<file path="config.mk">
export PLATFORM = sky130hd
export DESIGN_NAME = stream_monitor
export DESIGN_NICKNAME = d
export VERILOG_FILES = /design/src/rtl/stream_monitor.sv
export SDC_FILE = /design/constraint.sdc
export NUM_CORES = 1
export LEC_CHECK = 0
export CORE_MARGIN = 8
export CORE_UTILIZATION = 58
export CTS_CLUSTER_SIZE = 8
export DETAILED_ROUTE_END_ITERATION = 12
export PLACE_DENSITY_LB_ADDON = 0.1
export SYNTH_ARGS = -nofsm -noshare
export SYNTH_HDL_FRONTEND = slang
export SYNTH_SLANG_ARGS = --single-unit
</file>
<file path="constraint.sdc">
create_clock -name clk -period 6.1 [get_ports clk]
set_input_delay 0.915 -clock clk [delete_from_list [all_inputs] [get_ports clk]]
set_output_delay 0.915 -clock clk [all_outputs]
set_load 0.03 [all_outputs]
</file>
<file path="src/rtl/stream_monitor.sv">
// Passive valid/ready protocol monitor for CH_NB independent streams.
// It flags drops, payload instability, framing and stall-timeout errors, and counts completed frames.
module stream_monitor #(
  parameter int CFG_DWIDTH = 32,
  parameter int CFG_AWIDTH = 5,
  parameter int CH_NB      = 4,
  parameter int DWIDTH     = 64,
  parameter int CNT_WIDTH  = 16,
  parameter logic [CFG_AWIDTH-1:0] CFG_MON_LEN   = 5'd24,
  parameter logic [CFG_AWIDTH-1:0] CFG_MON_STALL = 5'd25,
  parameter logic [CFG_AWIDTH-1:0] CFG_MON_CLR   = 5'd26
) (
  input  logic                       clk,
  input  logic                       rst,
  input  logic [CFG_DWIDTH-1:0]      cfg_data,
  input  logic [CFG_AWIDTH-1:0]      cfg_addr,
  input  logic                       cfg_valid,
  input  logic [CH_NB*DWIDTH-1:0]    mon_data,
  input  logic [CH_NB-1:0]           mon_last,
  input  logic [CH_NB-1:0]           mon_val,
  input  logic [CH_NB-1:0]           mon_rdy,
  output logic [CH_NB*4-1:0]         err_flags,
  output logic                       err_any,
  output logic [CH_NB*CNT_WIDTH-1:0] frame_cnt
);

  logic [CNT_WIDTH-1:0] len_q;
  logic [CNT_WIDTH-1:0] stall_lim_q;
  logic                 err_any_q;
  logic                 clr;
  logic                 unused_cfg;

  assign clr        = cfg_valid && (cfg_addr == CFG_MON_CLR);
  assign unused_cfg = ^cfg_data[CFG_DWIDTH-1:CNT_WIDTH];

  always_ff @(posedge clk or negedge rst) begin
    if (!rst) begin
      len_q       <= '0;
      stall_lim_q <= '0;
      err_any_q   <= 1'b0;
    end else begin
      if (cfg_valid && cfg_addr == CFG_MON_LEN)   len_q       <= cfg_data[CNT_WIDTH-1:0];
      if (cfg_valid && cfg_addr == CFG_MON_STALL) stall_lim_q <= cfg_data[CNT_WIDTH-1:0];
      err_any_q <= |err_flags;
    end
  end

  assign err_any = err_any_q;

  for (genvar g = 0; g < CH_NB; g++) begin : g_ch
    logic [DWIDTH-1:0]    data, data_prev_q;
    logic                 last, last_prev_q, stall_prev_q;
    logic                 beat, stall, drop, stab, fr_err, to_err, len_hit;
    logic [3:0]           viol, flags_q;
    logic [CNT_WIDTH-1:0] bcnt_q, scnt_q, frame_q, bcnt_sat, scnt_sat;
    logic [CNT_WIDTH:0]   bcnt_p1, scnt_p1;

    assign data  = mon_data[g*DWIDTH +: DWIDTH];
    assign last  = mon_last[g];
    assign beat  = mon_val[g] & mon_rdy[g];
    assign stall = mon_val[g] & ~mon_rdy[g];

    // Compare one bit wider so a saturated counter never aliases to a small limit.
    assign bcnt_p1  = {1'b0, bcnt_q} + (CNT_WIDTH+1)'(1);
    assign scnt_p1  = {1'b0, scnt_q} + (CNT_WIDTH+1)'(1);
    assign bcnt_sat = (&bcnt_q) ? bcnt_q : bcnt_p1[CNT_WIDTH-1:0];
    assign scnt_sat = (&scnt_q) ? scnt_q : scnt_p1[CNT_WIDTH-1:0];
    assign len_hit  = (bcnt_p1 == {1'b0, len_q});

    assign drop   = stall_prev_q & ~mon_val[g];
    assign stab   = stall_prev_q & mon_val[g] & ((data != data_prev_q) | (last != last_prev_q));
    assign fr_err = (len_q != '0) & beat & (last ? ~len_hit : len_hit);
    assign to_err = stall & (stall_lim_q != '0) & (scnt_p1 == {1'b0, stall_lim_q});
    assign viol   = {to_err, fr_err, stab, drop};

    always_ff @(posedge clk or negedge rst) begin
      if (!rst) begin
        stall_prev_q <= 1'b0;
        data_prev_q  <= '0;
        last_prev_q  <= 1'b0;
        flags_q      <= '0;
        bcnt_q       <= '0;
        scnt_q       <= '0;
        frame_q      <= '0;
      end else begin
        stall_prev_q <= stall;
        data_prev_q  <= data;
        last_prev_q  <= last;
        flags_q      <= clr ? viol : (flags_q | viol);

        // Activity in the clear cycle survives the clear as a count of one.
        if (clr)       bcnt_q <= (beat & ~last) ? CNT_WIDTH'(1) : '0;
        else if (beat) bcnt_q <= last ? '0 : bcnt_sat;

        if (clr)        scnt_q <= stall ? CNT_WIDTH'(1) : '0;
        else if (stall) scnt_q <= scnt_sat;
        else            scnt_q <= '0;

        if (clr)                               frame_q <= (beat & last) ? CNT_WIDTH'(1) : '0;
        else if (beat && last && !(&frame_q))  frame_q <= frame_q + CNT_WIDTH'(1);
      end
    end

    assign err_flags[g*4 +: 4]                = flags_q;
    assign frame_cnt[g*CNT_WIDTH +: CNT_WIDTH] = frame_q;
  end

endmodule

</file>
# Word-level counts from Yosys, hierarchy flattened
# Index checks and enable logic that the tools add are counted.
[totals]
register_bits = 505
inputBits = 308
output_inout_bits = 81
elab_cells = 236
[op_classes]
add_sub_neg = 12
n_eq_ne = 27
n_mux = 56
bitwise = 68
reduce_logical = 42
[op_table]
columns = ["op", "count"]
rows = [
  ["$mux 16", 36],
  ["$ne 64x64->1", 4],
  ["$reduce_and 16->1", 12],
  ["$add 16x1->17 const B", 8],
  ["$eq 17x16->1", 8],
  ["$add 16x1->16 const B", 4],
  ["$and 1x1->1", 44],
  ["$reduce_bool 16->1", 2],
  ["$ne 3x3->1 const B", 8],
  ["$mux 1", 16],
  ["$mux 4", 4],
  ["$not 1->1", 16],
  ["$or 4x4->4", 4],
  ["$reduce_bool 2->1", 8],
  ["$reduce_or 16->1", 1],
  ["$eq 5x5->1 const B", 3],
  ["$logic_and 1x1->1", 11],
  ["$reduce_and 2->1", 4],
  ["$logic_not 1->1", 4],
  ["$ne 1x1->1", 4],
  ["$or 1x1->1", 4],
]

# Logic depth before layout (Yosys ltp)
# Gate-level depths: netlist of run 1.
[logic_depth]
ltp_word = 7
ltp_mapped = 10
mapped_depth_nobuf = 8

# Worst setup path before layout of run 1
# No wires, ideal clock.
[synth_timing]
path_kind = "input port to flip-flop"
start = "in cfg_addr[2]"
end = "reg stall_lim_q[10]"
setup_time_ns = 0.125
arrival_ns = 2.541
required_time_ns = 5.975
setup_slack_ns = 3.434
stages = 4
path_buffers = 1
cell_sequence = "nand4b_1 nor3b_1 clkbuf_1 mux2_2"
[synth_via]
elab_chain_len = 2
[synth_lines]
columns = ["element", "line_no", "rtl"]
rows = [
  ["from (decl)", "16", "input logic [CFG_AWIDTH-1:0] cfg_addr,"],
  ["$eq 5x5->1", "43", "if (cfg_valid && cfg_addr == CFG_MON_STALL) stall_lim_q <= cfg_data[CNT_WIDTH-1:0];"],
  ["$logic_and 1x1->1", "43", ""],
  ["to (signal assigned)", "43", ""],
  ["to (decl)", "28", "logic [CNT_WIDTH-1:0] stall_lim_q;"],
]
# No other way between the ends.
# A chain may end at the register's enable or synchronous reset.

# Final worst setup path of run 1
[layout_timing]
start = "in cfg_addr[4]"
end = "reg g_ch[3].bcnt_q[10]"
[layout_via]
elab_chain_len = 4
word_cells_on_any_way = 6
classes_between = "eq/ne (2); mux (1); reduce/logical (3)"
[layout_lines]
columns = ["element", "line_no", "rtl"]
rows = [
  ["$eq 5x5->1 (*)", "33", "assign clr = cfg_valid && (cfg_addr == CFG_MON_CLR);"],
  ["$logic_and 1x1->1 (*)", "33", ""],
  ["$ne 3x3->1 (no line) / $reduce_bool 2->1 (equally long branches)", "--", ""],
  ["$reduce_and 2->1 (no line)", "--", ""],
  ["to (signal assigned)", "92", "if (clr) bcnt_q <= (beat & ~last) ? CNT_WIDTH'(1) : '0;"],
  ["to (signal assigned)", "93", "else if (beat) bcnt_q <= last ? '0 : bcnt_sat;"],
  ["to (decl)", "55", "logic [CNT_WIDTH-1:0] bcnt_q, scnt_q, frame_q, bcnt_sat, scnt_sat;"],
]
# Every way passes the cells marked *; elsewhere a longest branch is shown, timed or not.

==> results of run 1 <==
## final timing paths
path	slack, ps	startpoint	endpoint
setup / recovery	2780	cfg_addr[4]	g_ch[3].bcnt_q[10]
min in group clk	500	g_ch[1].flags_q[0]	g_ch[1].flags_q[0]
max in group asynchronous	4200	rst	g_ch[1].data_prev_q[51]
hold reg to reg	500	g_ch[1].flags_q[0]	g_ch[1].flags_q[0]
setup reg to reg	2780	g_ch[3].bcnt_q[0]	g_ch[3].bcnt_q[10]
hold / removal	390	rst	g_ch[0].data_prev_q[20]
## placed cells by master, fill, tap and decap left out, types with 44 or more instances in the layout
cell             Yosys  layout
nand3_1             84      84
xnor2_1            213     213
xor2_1             289     289
clkbuf_16            0      73
dfrtp_1            505     505
clkdlybuf4s50_1      0     371
nor3_1              45      44
nor2_1             143     143
nor4_1              84      84
a21oi_1            107     107
nand2_1            109     109
nand4_1             82      82
o21ai_0            109     109
## registers in the layout (all words and copies together) (netlist names)
name	cells
g_ch.data_prev_q	256
g_ch.flags_q	16
len_q	16
g_ch.scnt_q	64
g_ch.frame_q	64
g_ch.bcnt_q	64
g_ch.stall_prev_q	4
err_any	1
stall_lim_q	16
g_ch.last_prev_q	4
## final cells by class
type / count / area (um2) / area share [%]
clock inverter: 8 / 81.3 / 0.268
inverter: 33 / 124 / 0.408
clock buffer: 74 / 1830 / 6.03
timing repair buffer: 381 / 3820 / 12.6
sequential: 505 / 12600 / 41.6
tap: 539 / 674 / 2.22
antenna: 3 / 7.51 / 0.0247
multi-input combinational: 1651 / 11200 / 36.8
## power breakdown
part | switching [W] | internal [W]
combinational | 0.000658 | 0.000675
clock | 0.00140 | 0.00212
sequential | 0.000365 | 0.00357
total | 0.00242 | 0.00636
## through the flow
step	instance area, um2	utilization, %	hold slack, ps	total power [W]	cells
floorplan	24400	-	490	0.00463	2304
global placement	28400	68.1	493	0.00526	3109
detailed placement	28400	68.1	500	0.00530	3109
CTS	30400	72.7	448	0.00886	3191
global route	30400	72.7	477	0.00914	3194
finish	30400	72.7	394	0.00878	3194
## logic make-up after synthesis
logic type / count (synthesis)
and+or+nand+nor: 733
muxes: 44
adders and majority gates: 12
DFF: 505
AOI/OAI and AO/OA: 359
buffers and inverters: 148
xor gates and xnor gates: 503
## metal layers
metal	vias to the layer above	track usage (%)	share of wire [%]
met5	-	0	0.073
met4	8	8.98	3.1
met3	153	5.49	6.1
met2	703	45.5	48
met1	9479	37.2	43
li1	8794	-	-
==> parameters.txt, run 1 <==
Parameter                              Value

Run status
  Result of the run ... completed

Clock network
  Clock insertion delay at the later pin of the skew report ... 580 ps
  Buffer cell driving the clock tree root ... clkbuf_16
  CTS tree ... done
  CTS buffer count ... 73
  Number of clock sinks ... 505
  H-tree levels ... 3
  Clk slew on worst S/H paths ... 50 ps
  Setup Buffers After CTS ... 0
  Buffer depth of the longest clock path ... 3
  CTS resizes ... 0
  Hold bufs inserted after CTS ... 0

Critical path
  Cell depth of the worst setup path ... 6
  Worst path top cell family by delay ... simple AND/OR/NAND/NOR gates
  Crit-path max FO ... 16
  Critical path start-end classification ... in2reg
  Endpoint class of the critical path ... register
  Cells on worst reg2reg path ... 8
  Cells along the critical path ... clkdlybuf4s50_1, nand4b_1, or3b_2, nand2b_1, or2_0, o21ai_1
  Bufs and invs on worst path ... 1
  WP data required ... 6530 ps
  Delay contributed by the slowest stage of the critical path ... 770 ps
  Slowest stage cell, crit path ... or2_0
  Crit path arrival time ... 3750 ps
  Setup crit start kind ... input port

Die
  Starting utilization of the core area ... 58.4%
  Chip Height ... 221 um
  Placement row count ... 75
  Die area ... 48900 um2
  Top-Level Pins ... 389
  Die X-Extent ... 221 um
  Placeable core area ... 41800 um2

Synthesis
  Share of flip-flops with an asynchronous set or reset ... 100%
  Portion of synthesized cell area occupied by the leading cell type ... 51.8%
  Largest family of logic cells by synthesized area ... XOR/XNOR gates
  Synthesized-area fraction occupied by ao, oa, aoi and oai cells ... 9.02%
  Synth warn ... 0
  Dominant cell by count in the synthesized netlist ... dfrtp_1
  Distinct cell type count of the synthesized netlist ... 72
  Share of synthesized area occupied by flip-flops and latches ... 51.8%
  Flop and latch count out of synthesis ... 505
  Largest area contributor in the synthesized netlist ... dfrtp_1
  Top cells by area, synth ... dfrtp_1 52%, xor2_1 10%, xnor2_1 7.6%, o21ai_0 2.2%, nor2_1 2.2%
  Most numerous cell types in the synthesized netlist ... 505 x dfrtp_1, 289 x xor2_1, 213 x xnor2_1, 143 x nor2_1
  Synth Area in Simple Gates ... 16.1%
  Number of enable-type register cells in the synthesized netlist ... 0
  Count of mapped cells out of synthesis ... 2304
  Fraction of the mapped netlist area in adder cells ... 0.615%
  Syn_nets ... 2624
  Cell Area, Synth ... 24400 um2
  Average cell area after synthesis ... 10.6 um2
  Mux cell area share after synthesis ... 1.96%
  Prevailing post-synth register cell ... dfrtp_1
  Post-synthesis share of cell area spent on xor and xnor gates ... 18.1%

Power and ir drop
  IR drop worst, VDD ... 0.000216 V
  P_leak ... 12.3 nW
  Cell Pwr Density ... 289 nW/um2

Route
  Via count ... 19.1k
  Number of DRC violations after detailed-routing iteration 0 ... 1507
  Remaining DRCs ... 0
  DR vias/cell ... 5.99
  Total routed wirelength ... 68800 um
  Routed length per instance ... 21.6 um
  Detail Route Antenna Nets ... 0
  Number of search-and-repair iterations in the first detailed-routing pass ... 5

Global route
  Initial antenna violation count ... 7
  Total Routing Usage GR ... 27.8%
  Via count of the first global-routing pass ... 19.4k
  Global-route wire length before repair ... 110000 um
  Gr ovfl total ... 0
  Maximum number of pins on one net before global-route repair ... 134

STA
  Final worst clock skew ... 15.2 ps
  Final hold violations ... 0
  Setup repair after global routing missed its margin ... false
  Fin crit period ... 3320 ps
  Total of endpoints with negative setup slack in the final report ... 0
  Accumulated negative setup slack ... 0 ps
  Transition time at the pin with the least slew margin ... 972 ps
  Remaining max-slew budget at the tightest pin ... 35.2%
  Least setup slack across all paths after layout ... 2780 ps
  Max Clk Rate ... 0.301 GHz
  Ratio of final minimum period to clock period ... 54.5%
  Total count of max-transition violations in the final report ... 0

Final layout
  Share of post-route cells with drive strength above 1 ... 5.05%
  Final-stage net count ... 2965
  Number of fillers in the final layout ... 3013
  Growth of design area from synthesis to finish ... 24.4%

Placed design
  Buffers on Ports ... 372
  Estimated wirelength of the detail-placed design ... 49100 um
  Global placement routability congestion ... 0.939
  Pre-CTS setup slack ... 2210 ps

Hold path
  Type of the tightest min-delay check ... in2async

Flow run
  Count of maximum capacitance violations ... 0
No activity file was read; power rests on OpenSTA's default activity.
==> run 2: changes to the inputs <==
--- a/config.mk
+++ b/config.mk
@@ -6,7 +6,7 @@
 export NUM_CORES = 1
 export LEC_CHECK = 0
 export CORE_MARGIN = 8
-export CORE_UTILIZATION = 58
+export CORE_UTILIZATION = 54
 export CTS_CLUSTER_SIZE = 8
 export DETAILED_ROUTE_END_ITERATION = 12
 export PLACE_DENSITY_LB_ADDON = 0.1
==> constraint.sdc (replaced) <==
create_clock -name clk -period 3.3 [get_ports clk]
set_input_delay 0.495 -clock clk [delete_from_list [all_inputs] [get_ports clk]]
set_output_delay 0.495 -clock clk [all_outputs]
set_load 0.03 [all_outputs]
==> run 2 against run 1 <==
Net effect: count of clock-buffer cells in the layout grew 2; non-clock buffer count increased by 43; design area up 1.6%; clock skew up 3.9 ps; die area up 6.9%; final cell count increased by 3.4%; sequential share of layout area fell by 0.67 points; sequential power up 84%; critical endpoint is now g_ch[3].flags_q[2]; largest cell class unchanged.
==> parameters.txt, run 2 (synthesis results as in run 1) <==
Parameter                              Value

Critical path
  Delay contributed by the slowest stage of the critical path ... 560 ps
  WP data required ... 3770 ps
  Cells along the critical path ... ha_1, nand3_1, nor3_1, and3_1, xnor2_1, nand4_1, o311a_1, a221o_1
  Setup crit start kind ... register
  Endpoint class of the critical path ... register
  Critical path start-end classification ... reg2reg
  Worst path top cell family by delay ... simple AND/OR/NAND/NOR gates
  Crit path arrival time ... 3490 ps
  Slowest stage cell, crit path ... nor3_1
  Bufs and invs on worst path ... 0
  Crit-path max FO ... 10

Clock network
  CTS buffer count ... 73
  CTS tree ... done
  Buffer depth of the longest clock path ... 3
  Buffer cell driving the clock tree root ... clkbuf_16
  Clock insertion delay at the later pin of the skew report ... 600 ps
  CTS resizes ... 0
  H-tree levels ... 3
  Clk slew on worst S/H paths ... 50 ps
  Number of clock sinks ... 505

Power and ir drop
  Internal power component ... 0.0119 W
  Share of power burned in the clock network ... 40.1%
  P_leak ... 12.5 nW
  Cell Pwr Density ... 532 nW/um2
  Net switching power figure ... 0.00455 W
  Fraction of power consumed by combinational cells ... 15.9%
  Relative contribution of sequential cells to total power ... 44.0%
  IR drop worst, VDD ... 0.000496 V
  Proportion of total power due to net switching ... 27.7%

Route
  Total routed wirelength ... 69700 um
  Remaining DRCs ... 0
  Routed length per instance ... 21.1 um
  Number of search-and-repair iterations in the first detailed-routing pass ... 7
  DR vias/cell ... 5.75
  Detail Route Antenna Nets ... 0
  Number of DRC violations after detailed-routing iteration 0 ... 1357
  Via count ... 19.0k

STA
  Least setup slack across all paths after layout ... 281 ps
  Transition time at the pin with the least slew margin ... 750 ps
  Worst hold-check slack ... 385 ps
  Accumulated negative setup slack ... 0 ps
  Setup repair after global routing missed its margin ... false
  Remaining max-slew budget at the tightest pin ... 49.6%
  Total count of max-transition violations in the final report ... 0
  Total of endpoints with negative setup slack in the final report ... 0
  Max Clk Rate ... 0.331 GHz
  Ratio of final minimum period to clock period ... 91.5%
  Final hold violations ... 0
  Final worst clock skew ... 19.1 ps
  Fin crit period ... 3020 ps

Die
  Placement row count ... 78
  Die area ... 52200 um2
  Top-Level Pins ... 389
  Placeable core area ... 45000 um2
  Chip Height ... 229 um
  Starting utilization of the core area ... 54.2%
  Die X-Extent ... 229 um

Placed design
  Estimated wirelength of the detail-placed design ... 50900 um
  Buffers on Ports ... 372
  Number of cells in the design after placement ... 3212
  Pre-CTS setup slack ... 269 ps
  Global placement routability congestion ... 0.898

Final layout
  Most frequent cells in the layout ... 505 x dfrtp_1, 371 x clkdlybuf4s50_1, 289 x xor2_1
  Growth of design area from synthesis to finish ... 26.5%
  Register containing the most flip-flops in the final layout ... g_ch.data_prev_q
  Storage element area ... 12600 um2
  Final-stage net count ... 3008
  Max reg flops ... 256
  Total area of multi-input combinational cells ... 11200 um2
  Leading cell type in the layout, fill and taps excluded ... dfrtp_1
  Number of fillers in the final layout ... 3392
  Cell Count, Final, Fillers Out ... 3301
  Share of post-route cells with drive strength above 1 ... 6.53%

Global route
  Via count of the first global-routing pass ... 19.4k
  Maximum number of pins on one net before global-route repair ... 86
  Gr ovfl total ... 0
  Total Routing Usage GR ... 26.3%
  Initial antenna violation count ... 5
  Global-route wire length before repair ... 110000 um

Run status
  Result of the run ... completed

Hold path
  Type of the tightest min-delay check ... in2reg

Flow run
  Count of maximum capacitance violations ... 0
run 2: changes by cell type in the layout (fill, tap and decap cells not counted):
| cell | delta |
|---|---|
| clkinv_8 | +1 |
| inv_6 | -2 |
| diode_2 | +2 |
| buf_12 | +5 |
| clkinvlp_4 | +1 |
| buf_4 | +37 |
| clkbuf_16 | +1 |
| clkbuf_1 | +1 |
| dlygate4sd3_1 | +1 |
| clkinv_4 | -1 |
run 2: final timing paths:
path,endpoint,slack [ps],cells past startpoint,from
max,g_ch[3].flags_q[2],280,8,g_ch[3].bcnt_q[0]
min,g_ch[3].data_prev_q[7],380,1,mon_data[199]
max reg2reg,g_ch[3].flags_q[2],280,8,g_ch[3].bcnt_q[0]
min reg2reg,g_ch[1].frame_q[12],520,1,g_ch[1].frame_q[12]
max in group asynchronous,g_ch[1].data_prev_q[25],1800,4,rst
min in group asynchronous,g_ch[2].data_prev_q[20],490,2,rst
run 2: metrics by stage:
step | utilization (%) | total power, W | cell area, um2
2_1_floorplan | - | 0.00856 | 24400
3_3_place_gp | 64.2 | 0.00982 | 28900
3_5_place_dp | 64.2 | 0.00991 | 28900
4_1_cts | 68.5 | 0.0166 | 30800
5_1_grt | 68.6 | 0.0171 | 30800
6_report | 68.6 | 0.0164 | 30900
run 2: worst reg2reg max path, delay by kind of cell (launching register included):
| kind | cells | cell delay, ps |
|---|---|---|
| AOI/OAI and AO/OA | 2 | 600 |
| xor gates and xnor gates | 1 | 140 |
| adders and majority gates | 1 | 340 |
| DFF | 1 | 480 |
| and+or+nand+nor | 4 | 1340 |
run 2: per-layer routing:
layer | vias to the layer above | track usage [%] | part of all wire, %
met5 | - | 0 | 0
met1 | 9299 | 34.6 | 42
met2 | 656 | 42.3 | 48
met3 | 148 | 5.72 | 6.4
li1 | 8875 | - | -
met4 | 0 | 10.2 | 3.5
run 2: cell type report:
| type | count | share of cell area, % |
|---|---|---|
| flip-flops and latches | 505 | 41.0 |
| clock buffers | 76 | 6.03 |
| multi-input cells | 1651 | 36.2 |
| inverters | 33 | 0.401 |
| clock inverters | 7 | 0.255 |
| repair buffers | 424 | 13.6 |
| well taps | 600 | 2.43 |
| diodes | 5 | 0.0406 |
run 2: power by group through the flow:
| stage | logic, W | clock network (W) | registers, W |
|---|---|---|---|
| floorplan | 0.00138 | 0 | 0.00718 |
| global placement | 0.00253 | 0 | 0.00729 |
| detailed placement | 0.00260 | 0 | 0.00730 |
| CTS | 0.00263 | 0.00675 | 0.00721 |
| global route | 0.00284 | 0.00699 | 0.00726 |
| finish | 0.00261 | 0.00658 | 0.00722 |
run 2: what timing repair did:
| item | CTS | global route |
|---|---|---|
| endpoints found under the hold margin | 72 | 0 |
| buffers inserted | 0 | 0 |
| hold buffers | 1 | 0 |
==> run 3: changes to the inputs <==
--- a/config.mk
+++ b/config.mk
@@ -7,6 +7,7 @@
 export LEC_CHECK = 0
 export CORE_MARGIN = 8
 export CORE_UTILIZATION = 54
+export CTS_CLUSTER_DIAMETER = 150
 export CTS_CLUSTER_SIZE = 8
 export DETAILED_ROUTE_END_ITERATION = 12
 export PLACE_DENSITY_LB_ADDON = 0.1
==> run 3 against run 2 <==
Net effect: fmax rose by 1.2%; sequential share of layout area barely moved; clock power barely moved; non-clock buffer count did not move; die area did not move; total power barely moved; flip-flop and latch count did not move; count of clock-buffer cells in the layout fell by 1; via count rose by 0.23%; largest power group unchanged.
==> parameters.txt, run 3 (synthesis results as in run 1) <==
Parameter                              Value

Final layout
  Leading cell type in the layout, fill and taps excluded ... dfrtp_1
  Register containing the most flip-flops in the final layout ... g_ch.data_prev_q
  Final design utilization ... 68.6%
  Storage element area ... 12600 um2
  Max reg flops ... 256
  Number of fillers in the final layout ... 3381
  Total area of multi-input combinational cells ... 11200 um2
  Growth of design area from synthesis to finish ... 26.5%
  Share of post-route cells with drive strength above 1 ... 6.53%
  Final-stage net count ... 3008
  Most frequent cells in the layout ... 505 x dfrtp_1, 371 x clkdlybuf4s50_1, 289 x xor2_1

Route
  Top layer in use ... met5
  Routed wl met3 ... 4280 um
  DR vias/cell ... 5.76
  Detail Route Antenna Nets ... 0
  Post-route met1 wirelength ... 29500 um
  Via count ... 19.0k
  Number of search-and-repair iterations in the first detailed-routing pass ... 5
  Routed length per instance ... 21.1 um
  Metal2 WL ... 33000 um
  Number of DRC violations after detailed-routing iteration 0 ... 1373
  Remaining DRCs ... 0
  Total routed wirelength ... 69500 um

STA
  Max Clk Rate ... 0.335 GHz
  Final hold violations ... 0
  Final worst clock skew ... 25.7 ps
  Accumulated negative setup slack ... 0 ps
  Ratio of final minimum period to clock period ... 90.4%
  Fin crit period ... 2980 ps
  Transition time at the pin with the least slew margin ... 748 ps
  Setup repair after global routing missed its margin ... false
  Total of endpoints with negative setup slack in the final report ... 0
  Total count of max-transition violations in the final report ... 0
  Remaining max-slew budget at the tightest pin ... 49.7%

Power and ir drop
  IR drop worst, VDD ... 0.000459 V
  Fraction of power consumed by combinational cells ... 15.9%
  Internal power component ... 0.0119 W
  Proportion of total power due to net switching ... 27.7%
  Relative contribution of sequential cells to total power ... 44.0%
  Cell Pwr Density ... 532 nW/um2
  P_leak ... 12.6 nW
  Share of power burned in the clock network ... 40.0%
  Net switching power figure ... 0.00454 W

Hold path
  Type of the tightest min-delay check ... in2reg

Clock network
  Clk slew on worst S/H paths ... 50 ps
  Setup Buffers After CTS ... 0
  Buffer depth of the longest clock path ... 3
  Buffer cell driving the clock tree root ... clkbuf_16
  CTS resizes ... 0
  Hold bufs inserted after CTS ... 1
  CTS tree ... done
  H-tree levels ... 3
  Clock insertion delay at the later pin of the skew report ... 600 ps
  Number of clock sinks ... 505
  CTS buffer count ... 73

Global route
  Global-route wire length before repair ... 110000 um
  Initial antenna violation count ... 6
  Total Routing Usage GR ... 26.4%
  Via count of the first global-routing pass ... 19.4k
  Gr ovfl total ... 0
  Maximum number of pins on one net before global-route repair ... 86

Placed design
  Global placement routability congestion ... 0.898
  Buffers on Ports ... 372
  Estimated wirelength of the detail-placed design ... 50900 um

Die
  Placement row count ... 78
  Top-Level Pins ... 389
  Placeable core area ... 45000 um2
  Starting utilization of the core area ... 54.2%
  Chip Height ... 229 um
  Die area ... 52200 um2
  Die X-Extent ... 229 um

Critical path
  Critical path start-end classification ... reg2reg
  WP data required ... 3780 ps
  Crit-path max FO ... 10
  Delay contributed by the slowest stage of the critical path ... 530 ps
  Crit path arrival time ... 3470 ps
  Slowest stage cell, crit path ... nor3_1
  Setup crit start kind ... register
  Cells along the critical path ... ha_1, nand3_1, nor3_1, and3_1, xnor2_1, nand4_1, o311a_1, a221o_1
  Bufs and invs on worst path ... 0
  Worst path top cell family by delay ... simple AND/OR/NAND/NOR gates
  Endpoint class of the critical path ... register

Flow run
  Count of maximum capacitance violations ... 0

Run status
  Result of the run ... completed
[run 3: changes by cell type in the layout (fill, tap and decap cells not counted)]
cell,before,now
clkinv_4,0,1
clkinvlp_4,1,0
clkbuf_1,2,1
[run 3: stage by stage]
| stage | total power, W | cells | area, um2 | setup WS [ps] | hold slack (ps) |
|---|---|---|---|---|---|
| floorplan | 0.00856 | 2304 | 24400 | 801 | 199 |
| CTS | 0.0166 | 3295 | 30800 | 352 | 357 |
| detailed placement | 0.00991 | 3212 | 28900 | 269 | 505 |
| finish | 0.0164 | 3300 | 30900 | 316 | 386 |
| global placement | 0.00982 | 3212 | 28900 | 369 | 492 |
| global route | 0.0171 | 3298 | 30800 | 108 | 366 |
[run 3: path summary, 6_finish.rpt]
path / from / endpoint / slack (ps) / depth (start not counted)
worst max-delay path: g_ch[3].bcnt_q[0] / g_ch[3].flags_q[2] / 320 / 8
worst min-delay path: mon_data[29] / g_ch[0].data_prev_q[29] / 390 / 1
worst max register to register: g_ch[3].bcnt_q[0] / g_ch[3].flags_q[2] / 320 / 8
worst min register to register: g_ch[1].frame_q[12] / g_ch[1].frame_q[12] / 520 / 1
max in group asynchronous: rst / g_ch[1].data_prev_q[51] / 1810 / 4
min in group asynchronous: rst / g_ch[2].data_prev_q[44] / 490 / 2
[run 3: final cells by class]
cell class / instances / area share [%]
clock inverters: 7 / 0.260
well taps: 600 / 2.43
multi-input cells: 1651 / 36.2
flip-flops and latches: 505 / 41.0
diodes: 5 / 0.0406
clock buffers: 75 / 6.01
inverters: 33 / 0.402
repair buffers: 424 / 13.6
[run 3: power by group through the flow]
stage	clock network, W	logic, W	registers (W)
after floorplan	0	0.00138	0.00718
after global placement	0	0.00253	0.00729
after detailed placement	0	0.00260	0.00730
after CTS	0.00673	0.00263	0.00721
after global routing	0.00698	0.00284	0.00726
final	0.00657	0.00261	0.00722
[run 3: per-layer routing]
layer	vias to the layer above	track usage, %
li1	8886	-
met1	9374	34.6
met2	610	42.6
met3	150	5.73
met4	2	10.2
met5	-	0
